==> config.mk <==
export PLATFORM = sky130hd
export DESIGN_NAME = ofs_fim_pcie_ss_crdt_gate
export DESIGN_NICKNAME = d
export VERILOG_FILES = /design/src/rtl/ofs_fim_pcie_ss_crdt_gate_pkg.sv /design/src/rtl/ofs_fim_pcie_ss_crdt_gate_cnt.sv /design/src/rtl/ofs_fim_pcie_ss_crdt_gate.sv
export SDC_FILE = /design/constraint.sdc
export NUM_CORES = 1
export LEC_CHECK = 0
export ABC_AREA = 1
export ABC_CLOCK_PERIOD_IN_PS = 4200
export BUFFER_PORTS_ARGS = -buffer_cell sky130_fd_sc_hd__buf_2
export CAP_MARGIN = 20
export CORE_MARGIN = 5
export CORE_UTILIZATION = 50
export CTS_BUF_LIST = sky130_fd_sc_hd__clkbuf_4 sky130_fd_sc_hd__clkbuf_8 sky130_fd_sc_hd__clkbuf_16
export DETAILED_ROUTE_END_ITERATION = 10
export PLACE_DENSITY = 0.7
export SLEW_MARGIN = 10
export SYNTH_ARGS = -nofsm -noshare
export SYNTH_HDL_FRONTEND = slang
export SYNTH_HIERARCHICAL = 1
export SYNTH_SLANG_ARGS = --single-unit
==> constraint.sdc <==
create_clock -name clk -period 4.2 [get_ports clk]
set_input_delay 0.42 -clock clk [delete_from_list [all_inputs] [get_ports clk]]
set_output_delay 0.42 -clock clk [all_outputs]
set_load 0.03 [all_outputs]
==> src/rtl/ofs_fim_pcie_ss_crdt_gate_pkg.sv <==
// Shared PCIe SS credit definitions: type/class encodings, update beat layout
// and the need/mapping helpers used by the TX credit gate.
package ofs_fim_pcie_ss_crdt_gate_pkg;

  localparam int CRDT_CNT_W    = 16;
  localparam int CRDT_DCRDT_DW = 4;
  localparam int CRDT_NUM      = 6;

  typedef enum logic [2:0] {
    CRDT_PH   = 3'd0,
    CRDT_NPH  = 3'd1,
    CRDT_CPLH = 3'd2,
    CRDT_PD   = 3'd4,
    CRDT_NPD  = 3'd5,
    CRDT_CPLD = 3'd6
  } crdt_type_e;

  typedef enum logic [1:0] {
    CLS_P    = 2'd0,
    CLS_NP   = 2'd1,
    CLS_CPL  = 2'd2,
    CLS_RSVD = 2'd3
  } req_class_e;

  typedef struct packed {
    logic [2:0]            idx;
    logic [CRDT_CNT_W-1:0] cnt;
  } crdt_upd_t;

  function automatic crdt_type_e hdr_type(input req_class_e cls);
    case (cls)
      CLS_NP:  return CRDT_NPH;
      CLS_CPL: return CRDT_CPLH;
      default: return CRDT_PH;
    endcase
  endfunction

  function automatic crdt_type_e dat_type(input req_class_e cls);
    case (cls)
      CLS_NP:  return CRDT_NPD;
      CLS_CPL: return CRDT_CPLD;
      default: return CRDT_PD;
    endcase
  endfunction

  // Dense slot order [PH,NPH,CPLH,PD,NPD,CPLD] skips the reserved index 3.
  function automatic logic [2:0] type_slot(input logic [2:0] t);
    return t[2] ? t - 3'd1 : t;
  endfunction

  function automatic logic [8:0] data_crdts(input logic has_data, input logic [9:0] len,
                                            input int dw);
    logic [10:0] l;
    l = (len == 10'd0) ? 11'd1024 : {1'b0, len};
    if (!has_data) return 9'd0;
    return 9'((int'(l) + dw - 1) / dw);
  endfunction

endpackage

==> src/rtl/ofs_fim_pcie_ss_crdt_gate_cnt.sv <==
// One credit type: cumulative limit and consumed counters with the modular
// sufficiency compare and the limit-regression check.
module ofs_fim_pcie_ss_crdt_gate_cnt
  import ofs_fim_pcie_ss_crdt_gate_pkg::*;
#(
  parameter int CNT_W = CRDT_CNT_W
) (
  input  logic             clk,
  input  logic             rst,
  input  logic             upd_en,
  input  logic [CNT_W-1:0] upd_cnt,
  input  logic             cons_en,
  input  logic [CNT_W-1:0] cons_n,
  input  logic [CNT_W-1:0] need,
  output logic [CNT_W-1:0] avail,
  output logic             sufficient,
  output logic             regress
);

  localparam logic [CNT_W-1:0] HALF = {1'b1, {(CNT_W-1){1'b0}}};

  logic [CNT_W-1:0] limit_reg;
  logic [CNT_W-1:0] consumed_reg;
  logic             limit_vld_reg;
  logic [CNT_W-1:0] margin;
  logic [CNT_W-1:0] upd_delta;

  always_ff @(posedge clk) begin
    if (rst) begin
      limit_reg     <= '0;
      consumed_reg  <= '0;
      limit_vld_reg <= 1'b0;
    end else begin
      if (upd_en) begin
        limit_reg     <= upd_cnt;
        limit_vld_reg <= 1'b1;
      end
      if (cons_en) consumed_reg <= consumed_reg + cons_n;
    end
  end

  // Only modular differences are compared, so both counters may wrap freely.
  assign avail      = limit_reg - consumed_reg;
  assign margin     = avail - need;
  assign sufficient = limit_vld_reg && (margin <= HALF);
  assign upd_delta  = upd_cnt - limit_reg;
  assign regress    = upd_en && limit_vld_reg && (upd_delta > HALF);

endmodule

==> src/rtl/ofs_fim_pcie_ss_crdt_gate.sv <==
// TX credit gate: tracks per-type PCIe credit limits from the SS update stream
// and admits one packet per cycle when its header and data credits are present.
module ofs_fim_pcie_ss_crdt_gate
  import ofs_fim_pcie_ss_crdt_gate_pkg::*;
#(
  parameter int CNT_W    = CRDT_CNT_W,
  parameter int DCRDT_DW = CRDT_DCRDT_DW
) (
  input  logic                           clk,
  input  logic                           rst,
  input  logic                           crdt_tvalid,
  input  logic [18:0]                    crdt_tdata,
  input  logic                           req_valid,
  input  logic [1:0]                     req_class,
  input  logic                           req_has_data,
  input  logic [9:0]                     req_length,
  output logic                           req_ready,
  output logic [CRDT_NUM-1:0][CNT_W-1:0] crdt_avail,
  output logic                           crdt_err
);

  crdt_upd_t            upd;
  req_class_e           cls;
  logic                 upd_idx_ok;
  logic [2:0]           hslot;
  logic [2:0]           dslot;
  logic [8:0]           dneed;
  logic                 accept;
  logic [CRDT_NUM-1:0]  upd_en;
  logic [CRDT_NUM-1:0]  cons_en;
  logic [CRDT_NUM-1:0]  suff;
  logic [CRDT_NUM-1:0]  regress;
  logic                 crdt_err_reg;
  logic                 crdt_err_next;

  assign upd        = crdt_upd_t'(crdt_tdata);
  assign upd_idx_ok = (upd.idx[1:0] != 2'b11);
  assign cls        = req_class_e'(req_class);
  assign hslot      = type_slot(hdr_type(cls));
  assign dslot      = type_slot(dat_type(cls));
  assign dneed      = data_crdts(req_has_data, req_length, DCRDT_DW);

  // Header and data availability come from registered state only: zero-cycle accept.
  assign req_ready = req_valid && (cls != CLS_RSVD) && suff[hslot] &&
                     ((dneed == 9'd0) || suff[dslot]);
  assign accept    = req_ready;

  genvar gi;
  generate
    for (gi = 0; gi < CRDT_NUM; gi++) begin : g_cnt
      logic [CNT_W-1:0] need;
      if (gi < 3) begin : g_hdr
        assign need = CNT_W'(1);
      end else begin : g_dat
        assign need = CNT_W'(dneed);
      end
      assign upd_en[gi]  = crdt_tvalid && upd_idx_ok && (type_slot(upd.idx) == 3'(gi));
      assign cons_en[gi] = accept && ((hslot == 3'(gi)) || (dslot == 3'(gi)));

      ofs_fim_pcie_ss_crdt_gate_cnt #(.CNT_W(CNT_W)) u_cnt (
        .clk        (clk),
        .rst        (rst),
        .upd_en     (upd_en[gi]),
        .upd_cnt    (CNT_W'(upd.cnt)),
        .cons_en    (cons_en[gi]),
        .cons_n     (need),
        .need       (need),
        .avail      (crdt_avail[gi]),
        .sufficient (suff[gi]),
        .regress    (regress[gi])
      );
    end
  endgenerate

  assign crdt_err_next = crdt_err_reg
                       | (crdt_tvalid && !upd_idx_ok)
                       | (|regress)
                       | (req_valid && (cls == CLS_RSVD));

  always_ff @(posedge clk) begin
    if (rst) crdt_err_reg <= 1'b0;
    else     crdt_err_reg <= crdt_err_next;
  end

  assign crdt_err = crdt_err_reg;

endmodule

==> key figures, run 1 <==
Power
  – IR drop worst, VDD: 0.403 mV
  – Internal power: 6.64 mW
  – Switching share of power: 0.466
  – Psw: 5.81 mW
  – Seq pwr share: 0.161
  – Clock power share: 0.141
  – Final Power: 12.5 mW
  – Gate power share: 0.699
  – LEAKAGE: 19.9 nW
  – Pwr/cell area: 331 nW/um^2

Setup path
  – Crit end category: primary output
  – CP most frequent cell: nand2_1
  – Buf/Inv on CP: 8
  – Crit-path slowest cell: dfxtp_2
  – Required time of the critical path: 3780 ps
  – CP peak stage delay: 330 ps
  – Critical path type: reg -> out
  – Startpoint types: flop
  – Worst Path Arrival: 4380 ps
  – Max Fanout on Critical Path: 5
  – CP top delay family: simple AND/OR/NAND/NOR gates

Global routing
  – GRT Residual Overflow: 0
  – GRT met1 Usage: 0.356
  – GR met3 Demand/Resource: 0.0294
  – Met2 usage: 0.494
  – Gr busiest metal: met2
  – Initial antenna violation count: 1
  – Vias in the first global route: 29,700
  – Global-route wire length before repair: 141 mm
  – GRT Overall Usage: 0.278
  – Pin count of the biggest net entering global routing: 70

Routing
  – Initial drt markers: 1,781
  – Via count: 31,400
  – Routed WL: 86.9 mm
  – DRT Pass-1 Iters: 5
  – DR vias/cell: 5.07
  – Post-route DRC violation count: 0
  – Drt wl/cell: 14.0 um
  – Antenna viol nets, final: 0

Placed design
  – DP HPWL: 65.9 mm
  – Final GP Congestion: 0.949
  – PortBufs: 133
  – Cell Count Post-Placement: 6,087

Die
  – Core area: 55,400 sq um
  – Die Area: 61,000 sq um
  – Io pins: 134
  – Starting Density: 0.507
  – Die Ht: 247 um
  – # rows: 86
  – Die width: 247 um

Finish
  – Non-Filler Instances: 6,190
  – Final core utilization: 0.679
  – Fin nets: 5,858
  – Layout cells sized above 1: 0.236
  – # diodes: 0
  – Area Growth Syn to Fin: 33.9%

Logic synthesis
  – Synth Area in XOR/XNOR: 0.0564
  – Synth Cell Area: 28,100 sq um
  – Largest family of logic cells by synthesized area: simple AND/OR/NAND/NOR gates
  – Async S/R FF share, synth: 0
  – Post-synth EDFFs: 0
  – Compound-cell area share of the yosys netlist: 0.168
  – Avg Inst Size Synth: 6.04 sq um
  – Synth Register Bits: 199
  – Top_reg_cell synth: dfxtp_1
  – Synth warn: 6
  – Mux share of post-synthesis cell area: 0
  – Adder-cell share of the synthesized area: 0.180
  – Register area share after synthesis: 0.142
  – Synth cell types: 57
  – Synth Area in Simple Gates: 0.323
  – Gate Count Post-Synth: 4,649

Timing
  – Relative slew slack: 0.380
  – Final setup fails: 97
  – Fin. Hold Viols: 0
  – Worst Skew: 13.0 ps
  – Maximum clock rate: 208 MHz
  – Max-slew violations: 0
  – RSZ-0062 raised after global routing: yes
  – Worst setup margin: -598 ps
  – Minimum clock period: 4800 ps
  – Measured slew at the worst slew-check pin: 930 ps
  – Fin crit share: 1.14

Clock network
  – Worst-skew pair later-pin latency: 500 ps
  – Hold buffers post-CTS: 0
  – Worst-path clk slew: 70 ps
  – Clock Path Buffers: 2
  – CTS Buf Count: 17
  – Root Buffer: clkbuf_16
  – Htree depth: 4
  – Clk sink count: 199
  – CTS tree: yes

Outcome
  – Status: finished with violations
  – Failing checks: setup timing

Job
  – Max Cap Viol: 0

Hold path
  – HP Class: in -> reg
-- synthesized netlist by cell type (39+ instances only) --
master	instances	share of area
dfxtp_1	199	0.14
a211oi_1	67	0.018
nand3_1	304	0.054
nand2_1	1124	0.15
nand4_1	71	0.016
nand3b_1	44	0.012
nand2_2	69	0.015
inv_1	889	0.12
nor2_1	382	0.051
a21oi_1	413	0.074
o21ai_0	158	0.028
xnor2_1	81	0.025
ha_1	366	0.16
xor2_1	98	0.031
clkbuf_1	46	0.0061
nor3_1	39	0.0070
-- final timing paths --
check / startpoint / endpoint / slack [ps] / cells past startpoint
max: g_cnt[3].u_cnt/consumed_reg[3]$_SDFFE_PP0P_ / req_ready / -600 / 29
min: crdt_tdata[0] / g_cnt[4].u_cnt/limit_reg[0]$_SDFFE_PP0P_ / 370 / 3
max reg2reg: g_cnt[3].u_cnt/consumed_reg[3]$_SDFFE_PP0P_ / g_cnt[5].u_cnt/consumed_reg[10]$_SDFFE_PP0P_ / -480 / 34
min reg2reg: g_cnt[0].u_cnt/consumed_reg[15]$_SDFFE_PP0P_ / g_cnt[0].u_cnt/consumed_reg[15]$_SDFFE_PP0P_ / 510 / 2
-- cell families (layout without fill, tap and decap cells) --
group                      count (synthesis)  in the layout
other                                      2            147
DFF                                      199            199
xor gates and xnor gates                 180            180
buffers and inverters                    975           1623
AOI/OAI and AO/OA                        818            818
adders and majority gates                390            390
and+or+nand+nor                         2085           2085
-- worst min-delay path, stage by stage --
cell	delay, ps
buf_2	210
inv_1	120
a21oi_1	70
-- layout by cell type, fill, tap and decap left out, drive strengths merged, types with 21 or more instances in the layout --
master	count
nand4	72
nor2	395
conb	147
fa	24
dfxtp	199
nand3b	44
a21oi	438
nand2	1196
xor2	99
inv	918
a21o	25
o21ai	195
ha	366
buf	673
nor3	43
a211oi	67
clkbuf	21
nand3	324
xnor2	81
-- power by group through the flow --
stage | clock, mW | combinational, mW | sequential (mW)
floorplan | 0 | 5.16 | 2.02
global placement | 0 | 7.62 | 2.04
detailed placement | 0 | 7.71 | 2.04
CTS | 1.78 | 8.37 | 2.00
global route | 1.85 | 9.62 | 2.00
finish | 1.76 | 8.70 | 2.00
-- through the flow --
step,TNS (ps),hold slack [ps],area [sq um],setup WS [ps]
6_report,-35710,375,37600,-598
5_1_grt,-60820,361,37600,-846
4_1_cts,-27270,340,37100,-507
3_5_place_dp,-36590,469,34200,-543
3_3_place_gp,-30910,467,34200,-535
2_1_floorplan,-474,447,29300,-24.2
-- what timing repair did --
item,in CTS,in global routing
setup endpoints to repair,97,97
cloned,16,0
setup buffers,54,7
resized for setup,400,85
pin swaps,145,64
-- final cells by class --
type | instances | area [sq um]
multi-input combinational | 3620 | 23300
timing repair inverter | 3 | 48.8
clock buffer | 21 | 468
tap | 748 | 936
fill | 4868 | 17800
timing repair buffer | 673 | 5250
inverter | 918 | 3510
clock inverter | 8 | 124
sequential | 199 | 4000
-- routing by layer --
layer  vias up  wire length [um]
met5         -                 0
met4         0              2380
met3       141              4000
met2       679             41700
met1     14200             38800
li1      16400                 -
No activity file was read; power rests on OpenSTA's default activity.
==> inputs of run 2 (changes only) <==
Settings changed: RECOVER_POWER set to 50.
==> run 2 against run 1 <==
Effect of this change: the flow still finishes with violations (setup timing); clock-buffer cell count is the same; critical path depth is the same; sequential share of layout area about the same; clock skew increased by 0.74 ps; cell count unchanged; final area is essentially flat; power barely moved; worst hold slack got worse by 0.95 ps; global-route usage stayed put; clock power barely moved; flip-flop and latch count unchanged; non-clock buffer count did not move.
==> key figures, run 2 (synthesis results as in run 1) <==
Outcome
  – Status: finished with violations
  – Failing checks: setup timing

Power
  – IR drop worst, VDD: 0.405 mV (+0.55%)
  – Pwr/cell area: 331 nW/um^2 (about the same)
  – LEAKAGE: 19.9 nW (-0.26%)

Timing
  – Maximum clock rate: 209 MHz (+0.21%)
  – Final setup fails: 97 (unchanged)
  – Fin. Hold Viols: 0 (unchanged)
  – Minimum clock period: 4790 ps (-9.85 ps)
  – Worst Skew: 13.7 ps (+0.742 ps)
  – Fin crit share: 1.14 (-0.00235)
  – Relative slew slack: 0.382 (+0.00170)
  – Max-slew violations: 0 (unchanged)
  – RSZ-0062 raised after global routing: yes
  – Worst setup margin: -588 ps (+9.85 ps)
  – Measured slew at the worst slew-check pin: 928 ps (-2.55 ps)

Clock network
  – Clock Path Buffers: 2 (unchanged)
  – Hold buffers post-CTS: 0 (unchanged)
  – Worst-skew pair later-pin latency: 500 ps (about the same)
  – Root Buffer: clkbuf_16
  – Clk sink count: 199 (unchanged)
  – CTS tree: yes
  – Htree depth: 4 (unchanged)
  – CTS Buf Count: 17 (unchanged)
  – Worst-path clk slew: 70 ps (about the same)

Setup path
  – Crit end category: primary output
  – Worst Reg-to-Reg Cells: 34 (unchanged)
  – CP peak stage delay: 330 ps (about the same)
  – Max Fanout on Critical Path: 5 (unchanged)
  – Required time of the critical path: 3780 ps (about the same)
  – Crit-path slowest cell: dfxtp_2
  – CP top delay family: simple AND/OR/NAND/NOR gates
  – CP most frequent cell: nand2_1
  – Worst Path Arrival: 4370 ps (about the same)
  – CP Depth: 29 (unchanged)
  – Critical path type: reg -> out
  – Buf/Inv on CP: 8 (unchanged)
  – Startpoint types: flop

Die
  – Io pins: 134 (unchanged)
  – # rows: 86 (unchanged)
  – Die Ht: 247 um (unchanged)
  – Starting Density: 0.507 (unchanged)
  – Die width: 247 um (unchanged)
  – Core area: 55,400 sq um (unchanged)
  – Die Area: 61,000 sq um (unchanged)

Global routing
  – Initial antenna violation count: 1 (unchanged)
  – Vias in the first global route: 29,700 (unchanged)
  – GRT Overall Usage: 0.278 (unchanged)
  – GRT Residual Overflow: 0 (unchanged)
  – Pin count of the biggest net entering global routing: 70 (unchanged)
  – Global-route wire length before repair: 141 mm (unchanged)

Finish
  – Layout cells sized above 1: 0.233 (-0.00312)
  – Fin nets: 5,858 (unchanged)
  – Most frequent cells in the layout: nand2_1, inv_1, buf_4
  – Final core utilization: 0.678 (about the same)
  – # diodes: 0 (unchanged)
  – Commonest non-fill, non-tap cell in the layout: nand2_1
  – Area Growth Syn to Fin: 33.8% (about the same)

Placed design
  – PortBufs: 133 (unchanged)
  – DP HPWL: 65.9 mm (unchanged)
  – Final GP Congestion: 0.949 (unchanged)
  – Pre-CTS setup slack: -543 ps (unchanged)

Routing
  – Routed WL: 87.0 mm (+0.13%)
  – Via count: 31,500 (+0.23%)
  – Met3 routed WL: 4.22 mm (+5.5%)
  – Met2 Wirelength: 41.8 mm (+0.23%)
  – DR vias/cell: 5.08 (+0.23%)
  – DR top layer: met4
  – Antenna viol nets, final: 0 (unchanged)
  – Initial drt markers: 1,880 (+5.6%)
  – Post-route DRC violation count: 0 (unchanged)
  – Drt wl/cell: 14.1 um (+0.13%)
  – DRT Pass-1 Iters: 8 (+3)
  – Met1 Routed Length: 38.6 mm (-0.48%)

Job
  – Max Cap Viol: 0 (unchanged)

Hold path
  – Hold Path Cell Cnt: 3 (unchanged)
  – HP Class: in -> reg
## run 2: cell count changes in the layout (fill, tap and decap cells not counted), sizes merged
cell    change
buf        -13
clkbuf     +13
## run 2: repair_timing
item,4_1_cts,5_1_grt
setup endpoints to repair,97,97
hold endpoints to repair,0,0
cloned,16,0
pin swaps,145,64
buffers inserted,54,7
gates resized for setup,400,85
## run 2: layout make-up
cell class	instances	area [sq um]
clock buffer	21	468
clock inverter	8	124
fill	4880	17800
inverter	918	3510
multi-input combinational	3620	23300
sequential	199	4000
tap	748	936
timing repair buffer	673	5220
timing repair inverter	3	48.8
## run 2: worst paths after layout
path                                                     start                                      endpoint  slack, ps
hold / removal                                   crdt_tdata[0]      g_cnt[4].u_cnt/limit_reg[0]$_SDFFE_PP0P_        370
setup reg to reg   g_cnt[3].u_cnt/consumed_reg[3]$_SDFFE_PP0P_  g_cnt[5].u_cnt/consumed_reg[10]$_SDFFE_PP0P_       -480
setup / recovery   g_cnt[3].u_cnt/consumed_reg[3]$_SDFFE_PP0P_                                     req_ready       -590
hold reg to reg   g_cnt[0].u_cnt/consumed_reg[15]$_SDFFE_PP0P_  g_cnt[0].u_cnt/consumed_reg[15]$_SDFFE_PP0P_        510
## run 2: per-stage QoR
step                hold WS (ps)  setup TNS, ps  power [mW]  std cells  instance area, sq um
floorplan                    447           -474        7.18       4794                 29300
global placement             467         -30910        9.65       6087                 34200
detailed placement           469         -36590        9.75       6087                 34200
CTS                          340         -27270        12.2       6185                 37100
global route                 361         -60820        13.5       6190                 37600
finish                       374         -34850        12.4       6190                 37600
## run 2: routing by layer
layer,vias up,global-route usage
met2,685,0.494
met5,-,0
met1,14200,0.356
met4,0,0.0819
met3,141,0.0294
li1,16400,-
## run 2: report_power, final
group	switching, mW	internal [mW]	total, mW
clock	0.785	0.970	1.75
sequential	0.0514	1.95	2.00
combinational	4.97	3.72	8.70
total	5.81	6.64	12.4
## run 2: worst register-to-register path: cells and delay by family, from the launching register on
family                   cells  cell delay, ps
flip-flops                   1             330
buffers and inverters       10            1030
AO/OA/AOI/OAI                4             890
XOR/XNOR                     1             170
AND/OR/NAND/NOR             17            1640
adder cells (fa/ha/maj)      2             530
